**config.mk**
```make
export PLATFORM = sky130hd
export DESIGN_NAME = nibble_serial_add_ctrl
export DESIGN_NICKNAME = d
export VERILOG_FILES = /design/src/rtl/nibble_serial_add_ctrl.sv
export SDC_FILE = /design/constraint.sdc
export NUM_CORES = 1
export LEC_CHECK = 0
export CAP_MARGIN = 10
export CORE_UTILIZATION = 49
export CTS_CLUSTER_DIAMETER = 80
export CTS_CLUSTER_SIZE = 8
export DETAILED_ROUTE_END_ITERATION = 7
export HOLD_SLACK_MARGIN = 0.03
export PLACE_DENSITY = 0.79
export SLEW_MARGIN = 20
export SYNTH_ARGS = -nofsm -noshare
export SYNTH_HDL_FRONTEND = slang
export SYNTH_SLANG_ARGS = --single-unit
```
**constraint.sdc**
```tcl
create_clock -name clk -period 1.8 [get_ports clk]
set_input_delay 0.27 -clock clk [delete_from_list [all_inputs] [get_ports clk]]
set_output_delay 0.27 -clock clk [all_outputs]
set_load 0.01 [all_outputs]
```
**src/rtl/nibble_serial_add_ctrl.sv**
```systemverilog
// ---------------------------------------------------------------------------
// nibble_serial_add_ctrl
//
// Adds two NIBBLES*4-bit operands by stepping an external combinational
// 4-bit adder slice one nibble per clock, least significant nibble first.
// The carry from each step is registered and fed back as the carry-in of the
// next step. The collected result is offered on a valid/ready output
// together with the final carry and a two's-complement overflow flag.
//
// Ports:
//   clk        single clock, all state changes on the rising edge
//   rst_n      synchronous active-low reset
//   in_valid   operand request valid
//   in_ready   controller can accept operands (IDLE only)
//   in_a/in_b  W-bit operands, in_cin carry into the LSB nibble
//   add_a/b    nibble of A/B driven to the adder slice (0 outside RUN)
//   add_cin    carry driven to the adder slice (0 outside RUN)
//   add_sum    sum nibble returned by the slice in the same cycle
//   add_cout   carry returned by the slice in the same cycle
//   out_valid  result valid (DONE)
//   out_ready  consumer accepts the result
//   out_sum    W-bit sum, out_cout carry out of the MSB nibble
//   out_ovf    signed overflow of the W-bit addition
//   busy       high in RUN or DONE
// ---------------------------------------------------------------------------
module nibble_serial_add_ctrl #(
    parameter int unsigned NIBBLES = 4
) (
    input  logic                   clk,
    input  logic                   rst_n,
    input  logic                   in_valid,
    output logic                   in_ready,
    input  logic [4*NIBBLES-1:0]   in_a,
    input  logic [4*NIBBLES-1:0]   in_b,
    input  logic                   in_cin,
    output logic [3:0]             add_a,
    output logic [3:0]             add_b,
    output logic                   add_cin,
    input  logic [3:0]             add_sum,
    input  logic                   add_cout,
    output logic                   out_valid,
    input  logic                   out_ready,
    output logic [4*NIBBLES-1:0]   out_sum,
    output logic                   out_cout,
    output logic                   out_ovf,
    output logic                   busy
);

    localparam int unsigned IdxW = (NIBBLES > 1) ? $clog2(NIBBLES) : 1;
    localparam logic [IdxW-1:0] LastIdx = IdxW'(NIBBLES - 1);

    generate
        if (NIBBLES < 1 || NIBBLES > 16) begin : g_bad_param
            $error("nibble_serial_add_ctrl: NIBBLES must be in 1..16");
        end
    endgenerate

    typedef enum logic [1:0] {
        StIdle,
        StRun,
        StDone
    } state_e;

    state_e                    state_q;
    logic [NIBBLES-1:0][3:0]   a_q;
    logic [NIBBLES-1:0][3:0]   b_q;
    logic [NIBBLES-1:0][3:0]   sum_q;
    logic [NIBBLES-1:0][3:0]   sum_d;
    logic                      carry_q;
    logic [IdxW-1:0]           idx_q;

    // Registered outputs
    logic                      in_ready_q;
    logic                      out_valid_q;
    logic                      busy_q;
    logic [NIBBLES-1:0][3:0]   out_sum_q;
    logic                      out_cout_q;
    logic                      out_ovf_q;

    // Sum register with the current nibble from the slice merged in; used both
    // for the running update and for loading the final result on the last step.
    always_comb begin
        sum_d = sum_q;
        if (state_q == StRun) begin
            sum_d[idx_q] = add_sum;
        end
    end

    // Slice inputs are forced to zero outside RUN so the adder sees no toggling.
    always_comb begin
        add_a   = 4'h0;
        add_b   = 4'h0;
        add_cin = 1'b0;
        if (state_q == StRun) begin
            add_a   = a_q[idx_q];
            add_b   = b_q[idx_q];
            add_cin = carry_q;
        end
    end

    always_ff @(posedge clk) begin
        if (!rst_n) begin
            state_q     <= StIdle;
            a_q         <= '0;
            b_q         <= '0;
            sum_q       <= '0;
            carry_q     <= 1'b0;
            idx_q       <= '0;
            in_ready_q  <= 1'b1;
            out_valid_q <= 1'b0;
            busy_q      <= 1'b0;
            out_sum_q   <= '0;
            out_cout_q  <= 1'b0;
            out_ovf_q   <= 1'b0;
        end else begin
            unique case (state_q)
                StIdle: begin
                    if (in_valid) begin
                        a_q        <= in_a;
                        b_q        <= in_b;
                        carry_q    <= in_cin;
                        sum_q      <= '0;
                        idx_q      <= '0;
                        state_q    <= StRun;
                        in_ready_q <= 1'b0;
                        busy_q     <= 1'b1;
                    end
                end

                StRun: begin
                    sum_q   <= sum_d;
                    carry_q <= add_cout;
                    if (idx_q == LastIdx) begin
                        // Last nibble: present the result from the merged sum
                        // so out_* are valid in the first DONE cycle.
                        state_q     <= StDone;
                        out_valid_q <= 1'b1;
                        out_sum_q   <= sum_d;
                        out_cout_q  <= add_cout;
                        out_ovf_q   <= (a_q[NIBBLES-1][3] == b_q[NIBBLES-1][3]) &&
                                       (sum_d[NIBBLES-1][3] != a_q[NIBBLES-1][3]);
                    end else begin
                        idx_q <= idx_q + 1'b1;
                    end
                end

                StDone: begin
                    if (out_ready) begin
                        state_q     <= StIdle;
                        out_valid_q <= 1'b0;
                        out_sum_q   <= '0;
                        out_cout_q  <= 1'b0;
                        out_ovf_q   <= 1'b0;
                        in_ready_q  <= 1'b1;
                        busy_q      <= 1'b0;
                    end
                end

                default: begin
                    state_q <= StIdle;
                end
            endcase
        end
    end

    assign in_ready  = in_ready_q;
    assign out_valid = out_valid_q;
    assign busy      = busy_q;
    assign out_sum   = out_sum_q;
    assign out_cout  = out_cout_q;
    assign out_ovf   = out_ovf_q;

endmodule

```
Yosys cells after proc, flatten, opt, wreduce, memory -nomap -nowiden --
Cells that the tools add are included.
Operators by class: add/subtract/negate cells 1, order comparisons 2, equal/unequal tests 9, multiplexer cells 37, reductions and logical operators 12
Operators with widths (count):
- 2-to-1 mux 16 bit | 4
- one-hot mux 16 bit (2 select lines) | 2
- 2-to-1 mux 4 bit | 5
- binary-select mux 4 bit (select 2 bit) | 2
- bitwise mux 16 bit | 1
- one-hot mux 1 bit (2 select lines) | 6
- AND reduction 3 bit | 4
- 2-to-1 mux 2 bit | 5
- 2-to-1 mux 1 bit | 9
- demux 4 bit (select 2 bit) | 1
- != test 2 bit, second input constant | 3
- one-hot mux 2 bit (3 select lines) | 1
- nonzero test 2 bit | 3
- equality test 2 bit, second input constant | 2
- one-hot mux 2 bit (2 select lines) | 1
- AND reduction 2 bit | 2
- < comparator 2 x 3 -> 1 bit, second input constant | 1
- adder 2 x 1 -> 2 bit, second input constant | 1
- equality test 2 x 1 -> 1 bit, second input constant | 1
- >= comparator 2 x 1 -> 1 bit, second input constant | 1
- logical AND 1 bit | 2
- logical NOT 2 bit | 1
- != test 2 x 1 -> 1 bit, second input constant | 1
- equality test 1 bit | 1
- != test 1 bit | 1
Word-level totals: flip-flop bits (word level) 74, bits of input ports 42, output and inout bits 30, logic and storage cells 85

Logic depth before layout (Yosys ltp) --
depth after elaboration 10, gate-level depth with buffers 7, mapped depth without buffers 4

Worst setup path after synthesis --
No wires, ideal clock.
kind register to output, start register idx_q[1], end output port add_b[3], arrival time 1.385 ns, required time 1.530 ns, path slack 0.145 ns, stages on the path, launching flop included 4, path buffers 1, cell sequence dfxtp_1 -> clkbuf_1 -> mux4_2 -> and2_1
Between the ends: word-level cells in the longest chain between the ends 3
Ends and longest elaborated chain:
- start, declared | RTL line 70 | logic [IdxW-1:0] idx_q;
- start signal, assigned | RTL line 143 | idx_q <= idx_q + 1'b1;
- binary-select mux 4 bit (select 2 bit) | RTL line 96 | add_b = b_q[idx_q];
- 2-to-1 mux 4 bit (not written as such) | RTL line 96
- 2-to-1 mux 4 bit | RTL line 94 | if (state_q == StRun) begin
- end, declared | RTL line 37 | output logic [3:0] add_b,
No other way between the ends. The select of a mux whose other input is x is not followed.

Final worst setup path --
start register idx_q[0], end output port add_a[0]
Between the ends: word-level cells in the longest chain between the ends 3
Ends and longest elaborated chain:
- binary-select mux 4 bit (select 2 bit) | RTL line 95 | add_a = a_q[idx_q];
- 2-to-1 mux 4 bit (not written as such) | RTL line 95
- 2-to-1 mux 4 bit | RTL line 94
- end, declared | RTL line 36 | output logic [3:0] add_a,
No other way between the ends. The select of a mux whose other input is x is not followed.

==> impl_metrics.csv <==
group,metric,value,unit
sta,finalWorstSetupSlack,-0.0823,ns
grt,grt.overflow.total,0,
layout,drive_gt1_frac,0.170,
clock_tree,clockBufferDepth,2,
worst_setup_path,critPathKind,"reg2out",
sta,fin_skew,0.00626,ns
floorplanning,die_area,6410,um^2
power,p_leak,1.52,nW
power,pwr_density_cell,870,nW/um^2
clock_tree,cts-root-buf,"clkbuf_8",
place,gp_congestion,0.816,
grt,grt_pass1_wl,11900,um
grt,antenna_found_initial,0,
route,dr.pass1.iters,4,
place,dp_hpwl,4920,um
logic_synthesis,ys.warnings.count,0,
worst_setup_path,path_cells,"buf_12 -> mux4_2 -> and2_1 -> buf_2",
sta,drv_slew,0,
route,routedWlPerCell,15.0,um
route,final_antenna_net_count,0,
route,via_per_inst,5.27,
logic_synthesis,synth.largest_area_cell,"dfxtp_1",
route,drt_iter0_drc,126,
layout,antenna_cells,0,
logic_synthesis,synth-xor-area-share,0,
sta,fin_crit,1.88,ns
grt,grt_pass1_vias,2530,
min_path,hold_depth,2,
clock_tree,cts-htree-levels,3,
logic_synthesis,synthCells,319,
clock_tree,clk_pin_slew,0.08,ns
logic_synthesis,synth_top_family_by_area,"compound AO/OA/AOI/OAI gates",
floorplanning,start_util,0.507,
clock_tree,cts_buffers,9,
sta,rsz0062_at_grt,"true",
floorplanning,io_pins,72,
route,vias,2505,
logic_synthesis,yosysSeqAreaShare,0.469,
sta,finalHoldViolCount,0,
worst_setup_path,worstPathArrival,1.61,ns
job,drv_cap,0,
layout,fin_nets,441,
logic_synthesis,synthAdderAreaFrac,0.0168,
sta,slew_headroom,0.713,
floorplanning,row_count,28,
clock_tree,cts_hold_buf,0,
power,fin_total_pwr,3.51,mW
worst_setup_path,slowest_stage,"mux4_2",
sta,setup_viol,7,
power,max-vdd-ir-drop,0.583,mV
clock_tree,cts_tree,"built",
worst_setup_path,setup.worst_path.start_class,"flop",
logic_synthesis,synth-compound-area-share,0.189,
worst_setup_path,crit_family,"multiplexers",
clock_tree,clock_latency,0.35,ns
clock_tree,cts.sinks,70,
logic_synthesis,synthSimpleGateAreaFrac,0.163,
floorplanning,die_y,80.1,um
logic_synthesis,synth_edf_count,0,
sta,max_freq,531,MHz
sta,worst_pin_slew,0.428,ns
logic_synthesis,syn_area,2990,um^2
status,outcome,"complete, but fails checks",
logic_synthesis,yosys.cell_types.count,36,
logic_synthesis,ys.flop_type,"dfxtp_1",
logic_synthesis,ys_top_cells_by_area,"dfxtp_1 (47%), nand2_1 (11%), a21oi_1 (6.2%)",
grt,grt_max_degree,37,
grt,groute.usage.overall,0.247,
floorplanning,die-width,80.1,um
route,totalWireLength,7130,um
route,drc,0,
layout,postLayoutCoreUtil,0.684,
worst_setup_path,required,1.53,ns
place,pre_cts_ws,-0.107,ns
worst_setup_path,crit_path_end_kind,"primary output",
sta,fin_crit_sh,1.05,
min_path,hold_path.class,"reg2reg",
worst_setup_path,critPathMaxFanout,8,
layout,syn2layout_area_growth,34.9,%
sta,holdWs,0.456,ns
worst_setup_path,cp.depth,4,
floorplanning,core-area,5890,um^2
logic_synthesis,ys_seq_elements,70,
logic_synthesis,synth_fp_nets,365,
status,violations,"negative setup slack",
worst_setup_path,crit_buf_inv,2,
logic_synthesis,synth-async-reset-ratio,0,
logic_synthesis,synth_area_per_cell,9.36,um^2
place,port_buffers,71,
logic_synthesis,synthMuxAreaShare,0.101,
worst_setup_path,r2r_cells,6,
worst_setup_path,slowest_delay,0.48,ns
logic_synthesis,synthDominantCellAreaShare,0.469,
-- timing repair --
action / in CTS / in global routing
resized for setup: 38 / 6
endpoints found under the setup margin: 9 / 7
setup buffers: 0 / 1
pin swaps: 6 / 3
-- metrics by stage --
step                      TNS, ns  instances  cell area, um^2
after detailed placement   -0.667        458             3810
final                      -0.526        475             4030
after CTS                  -0.657        474             3990
after global placement     -0.582        458             3810
after global routing       -0.955        475             4030
after floorplan                 0        319             2990
-- final timing paths --
check	slack [ns]	from	end
worst max-delay path	-0.08	idx_q[0]$_SDFFE_PN0P_	add_a[0]
worst min-delay path	0.46	b_q[14]$_SDFFE_PN0P_	b_q[14]$_SDFFE_PN0P_
worst max register to register	0.16	idx_q[1]$_SDFFE_PN0P_	out_sum[12]$_SDFFE_PN0P_
worst min register to register	0.46	b_q[14]$_SDFFE_PN0P_	b_q[14]$_SDFFE_PN0P_
-- Yosys cell counts (2+ instances only) --
cell       number
nor2_1          3
o21a_1          3
a21oi_1        37
buf_4           2
buf_6           7
dfxtp_1        70
a22o_1          6
o2bb2ai_1       7
o22ai_1        14
clkbuf_1        8
o21ai_0         5
mux4_2          8
nand2_1        87
ha_1            4
inv_1           5
buf_1           2
and2_1          9
nor2b_1         2
o2bb2ai_2       5
mux2i_1        12
buf_2           6
nand2b_1        3
-- sequential cells by signal (all words and copies together), names as in the netlist --
signal / cells
state_q: 2
out_sum: 16
out_cout: 1
a_q: 16
sum_q: 12
busy: 1
carry_q: 1
idx_q: 2
out_ovf: 1
out_valid: 1
in_ready: 1
b_q: 16
-- cells by family (layout without fill, tap and decap cells) --
group	after synthesis	in the layout
AND/OR/NAND/NOR	111	111
AO/OA/AOI/OAI	83	83
flip-flops	70	70
buffers and inverters	31	112
multiplexers	20	20
adder cells (fa/ha/maj)	4	4
-- worst reg2reg max path, cell delays in order, from the launching register on --
cell and delay (ns):
dfxtp_2 0.34, buf_4 0.20, ha_1 0.20, inv_1 0.08, o221a_1 0.32, buf_4 0.21, a22o_1 0.19
-- per-layer routing --
metal  GRT usage  part of all wire  wire length [um]  vias to the layer above
met2       0.395              0.48              3430                       59
met5           0                 0                 0                        -
li1            -                 -                 -                     1258
met4       0.118             0.016               114                        0
met3      0.0534             0.042               303                        9
met1       0.316              0.46              3280                     1179
-- placed cells by master, fill, tap and decap left out, drive strengths merged, types with 2 or more instances in the layout --
master / count
nor2b: 2
nand2b: 4
ha: 4
mux4: 8
bufinv: 2
o21a: 3
o2bb2ai: 12
inv: 6
a21oi: 37
o21ai: 5
o22ai: 14
clkinv: 3
a22o: 6
and2: 9
nor2: 3
clkbuf: 10
dfxtp: 70
clkdlybuf4s50: 62
mux2i: 12
nand2: 87
buf: 27
-- where the power goes --
group | switching, mW | internal [mW] | total [mW]
Sequential | 0.0321 | 1.61 | 1.64
Clock | 0.598 | 0.778 | 1.38
Combinational | 0.233 | 0.254 | 0.487
Total | 0.863 | 2.64 | 3.51
-- final cells by class --
class / instances / area [um^2]
well taps: 75 / 93.8
inverters: 6 / 22.5
fillers: 447 / 1860
clock inverters: 6 / 86.3
repair buffers: 90 / 868
clock buffers: 10 / 128
multi-input cells: 218 / 1430
flip-flops and latches: 70 / 1400
(Power assumes the default switching activity.)
